==> config.mk <==
export PLATFORM = sky130hd
export DESIGN_NAME = sipo_shift_reg
export DESIGN_NICKNAME = d
export VERILOG_FILES = /design/src/rtl/sipo_shift_reg.sv
export SDC_FILE = /design/constraint.sdc
export NUM_CORES = 1
export LEC_CHECK = 0
export ABC_AREA = 1
export BUFFER_PORTS_ARGS = -buffer_cell sky130_fd_sc_hd__buf_2
export CORE_AREA = 2 2 39 41
export CTS_CLUSTER_DIAMETER = 30
export CTS_CLUSTER_SIZE = 12
export DETAILED_ROUTE_END_ITERATION = 6
export DIE_AREA = 0 0 41 43
export PLACE_DENSITY = 0.46
export SETUP_SLACK_MARGIN = 0.15
export SLEW_MARGIN = 20
export SYNTH_ARGS = -nofsm -noshare
export SYNTH_HDL_FRONTEND = slang
export SYNTH_SLANG_ARGS = --single-unit
==> constraint.sdc <==
create_clock -name clk -period 1.2 [get_ports clk]
set_input_delay 0 -clock clk [delete_from_list [all_inputs] [get_ports clk]]
set_output_delay 0 -clock clk [all_outputs]
set_load 0.01 [all_outputs]
==> src/rtl/sipo_shift_reg.sv <==
// Serial-in, parallel-out deserialiser: one bit per enabled clock, a word-complete
// strobe after every WIDTH captured bits, and a running bit count within the word.
module sipo_shift_reg #(
   parameter int  WIDTH      = 4,
   parameter bit  SHIFT_LEFT = 1'b1,
   localparam int CNT_W      = $clog2(WIDTH + 1)
) (
   input  logic             clk,
   input  logic             rst,
   input  logic             en,
   input  logic             serial_in,
   output logic [WIDTH-1:0] parallel_out,
   output logic [CNT_W-1:0] bit_count,
   output logic             word_valid
);

   logic [WIDTH-1:0] shift_p0;
   logic [CNT_W-1:0] cnt_p0;
   logic             vld_p0;
   logic             last_bit;

   // Insert one bit; the bit at the far end falls off.
   function automatic logic [WIDTH-1:0] shift_in(input logic [WIDTH-1:0] cur,
                                                 input logic             b);
      if (SHIFT_LEFT)
         return {cur[WIDTH-2:0], b};
      else
         return {b, cur[WIDTH-1:1]};
   endfunction

   assign last_bit = (cnt_p0 == CNT_W'(WIDTH - 1));

   // Stage p0: capture register, bit counter and word-complete strobe
   always_ff @(posedge clk) begin
      if (rst) begin
         shift_p0 <= '0;
         cnt_p0   <= '0;
         vld_p0   <= 1'b0;
      end else begin
         vld_p0 <= 1'b0;
         if (en) begin
            shift_p0 <= shift_in(shift_p0, serial_in);
            if (last_bit) begin
               cnt_p0 <= '0;
               vld_p0 <= 1'b1;
            end else begin
               cnt_p0 <= cnt_p0 + CNT_W'(1);
            end
         end
      end
   end

   assign parallel_out = shift_p0;
   assign bit_count    = cnt_p0;
   assign word_valid   = vld_p0;

endmodule

==> impl_metrics.py <==
metrics = {
    "detailed_routing": {
        "vias_per_cell": 4.09,
        "vias": 274,
        "drt-total-wl_um": 605,
        "drtAntennaViolNets": 0,
        "first_iter_violations": 2,
        "drc": 0,
        "wire_per_inst_um": 9.03,
        "dr.pass1.iters": 3,
    },
    "grt": {
        "overflow": 0,
        "grt_max_degree": 10,
        "grt_pass1_wl_um": 855,
        "grt_pass1_vias": 216,
        "antenna_found_initial": 0,
        "gr-usage-all-layers_pct": 7.66,
    },
    "sta": {
        "fin_skew_ns": 0.0000976,
        "fmax_ghz": 1.15,
        "setup_violations": 0,
        "fin_setup_tns_ns": 0,
        "whs_ns": 0.113,
        "hold_viol": 0,
        "slew_violations": 0,
        "rsz0062_at_grt": "false",
        "setup_ws_ns": 0.333,
        "relSlewSlack_pct": 88.1,
        "period_share_pct": 72.3,
        "period_needed_ns": 0.867,
        "worst_slew_pin_slew_ns": 0.178,
    },
    "place": {
        "place_area_sq_um": 364,
        "place.gp.congestion": 0.587,
        "place_ws_ns": 0.340,
        "port_buffers": 11,
        "placed_cells_incl_taps": 62,
        "hpwl_um": 427,
    },
    "critical_path": {
        "critPathTopFamily": "flip-flops",
        "crit_buf_inv": 0,
        "ff2ff_path_depth": 3,
        "crit_type": "register to register",
        "crit_arrival_ns": 1.01,
        "crit_fanout": 3,
        "worstPathRequired_ns": 1.34,
        "cp.depth": 3,
        "end_kind": "register",
        "cp_cell_sequence": "ha_1, nor2_1, nor2_1",
        "crit_path_top_delay_cell": "dfxtp_1",
        "crit_top_cell": "nor2_1",
        "critical_path.max_stage_delay_ns": 0.33,
        "setup.worst_path.start_class": "register",
        "reg2reg_slack_ns": 0.33,
    },
    "power": {
        "powerDensity_mw_per_mm2": 1390,
        "power_frac_comb_pct": 12.8,
        "leakage_nw": 0.202,
        "power.share.clock_pct": 35.2,
        "power_frac_seq_pct": 51.9,
        "p_total_mw": 0.563,
        "p_int_mw": 0.430,
        "switchingPower_mw": 0.134,
        "ir_worst_vdd_mv": 0.543,
        "swShare_pct": 23.7,
    },
    "logic_synthesis": {
        "synth_nets": 41,
        "syn_avg_cell_area_sq_um": 8.34,
        "syn_inst": 36,
        "synth_seq_cells": 8,
        "synth_area_sq_um": 300,
        "ys_warn_count": 0,
        "ys_seq_area_share_pct": 53.3,
        "yosysUniqueCellTypes": 11,
    },
    "floorplan": {
        "die_area_sq_mm": 0.00176,
        "fp.dieW_um": 41,
        "initial_core_util_pct": 21.7,
        "dieHeight_um": 43,
        "num_io_pins": 12,
        "coreArea_sq_mm": 0.00138,
        "num_rows": 14,
    },
    "clocking": {
        "clk_path_buf_depth": 2,
        "clk-insertion-delay-late_ns": 0.25,
        "cts.sinks": 8,
        "clockRootBuffer": "clkbuf_4",
        "cts_made_buffers": 3,
        "cts.htree.levels": 1,
        "clk_pin_slew_ns": 0.05,
        "cts_resized": 0,
        "cts_tree": "yes",
    },
    "min_path": {
        "min_path_cells": 3,
        "worst_hold_path_type": "primary input to register",
    },
    "cells_and_area": {
        "drive_gt1_share_pct": 31.4,
        "num-nets-final": 58,
        "area_growth_pct": 35.4,
        "final_cell_mix": "12 x nor2_1, 11 x buf_2, 8 x dfxtp_1",
        "num_antenna_cells": 0,
        "final_common_cell": "nor2_1",
        "utilization_pct": 29.4,
        "design_area_sq_um": 407,
        "layout.cells.non_filler": 67,
    },
    "run_status": {
        "outcome": "completed",
    },
    "run": {
        "maxCapViolCount": 0,
    },
}
==> metal layers <==
layer,vias to the layer above,track usage [%],share of wire [%]
met4,0,2.00,1.5
met2,8,9.38,39
met3,2,7.85,8.4
li1,144,-,-
met5,-,0,0
met1,120,9.12,51
==> path summary, 6_finish.rpt <==
check | from | to
min reg2reg | bit_count[2]$_SDFFE_PP0P_ | word_valid$_SDFF_PP0_
max | bit_count[0]$_SDFFE_PP0P_ | bit_count[1]$_SDFFE_PP0P_
max reg2reg | bit_count[0]$_SDFFE_PP0P_ | bit_count[1]$_SDFFE_PP0P_
min | en | word_valid$_SDFF_PP0_
==> repair_timing <==
action                                 in CTS  in global routing
hold buffers                                2                  0
buffers inserted                            0                  0
endpoints found under the hold margin       3                  0
==> flip-flops by register name, summed over array words and instances (netlist names) <==
register      count
parallel_out      4
word_valid        1
bit_count         3
==> cells by family (layout without fill, tap and decap cells) <==
logic type               Yosys count  count (layout)  synth area share, %
flip-flops                         8               8                 53.3
AND/OR/NAND/NOR                   17              17                 23.7
XOR/XNOR                           1               1                 2.92
AO/OA/AOI/OAI                      5               5                 8.33
buffers and inverters              4              19                 7.50
adder cells (fa/ha/maj)            1               1                 4.17
==> cells in the mapped netlist <==
master	instances	share of area, %
inv_1	2	2.5
ha_1	1	4.2
nand2_1	3	3.7
nand3_1	1	1.7
inv_2	1	1.2
xnor2_1	1	2.9
o21ai_0	5	8.3
nor3_2	1	3.3
buf_6	1	3.7
nor2_1	12	15
dfxtp_1	8	53
==> power by group through the flow <==
stage | sequential (mW) | clock (mW) | combinational (mW)
after floorplan | 0.306 | 0 | 0.0356
after global placement | 0.298 | 0 | 0.0677
after detailed placement | 0.298 | 0 | 0.0675
after CTS | 0.293 | 0.210 | 0.0728
after global routing | 0.294 | 0.221 | 0.0818
final | 0.293 | 0.198 | 0.0723
==> worst reg2reg max path: stages (launching register included) <==
cell     delay (ns)
dfxtp_1        0.33
ha_1           0.29
nor2_1         0.10
nor2_1         0.05
==> cell type report <==
cell class / instances / area (sq um)
fill: 157 / 977
tap: 16 / 20.0
multi-input combinational: 24 / 118
inverter: 3 / 11.3
clock buffer: 3 / 22.5
timing repair buffer: 13 / 75.1
sequential: 8 / 160
Power figures use the tool's default switching activity.
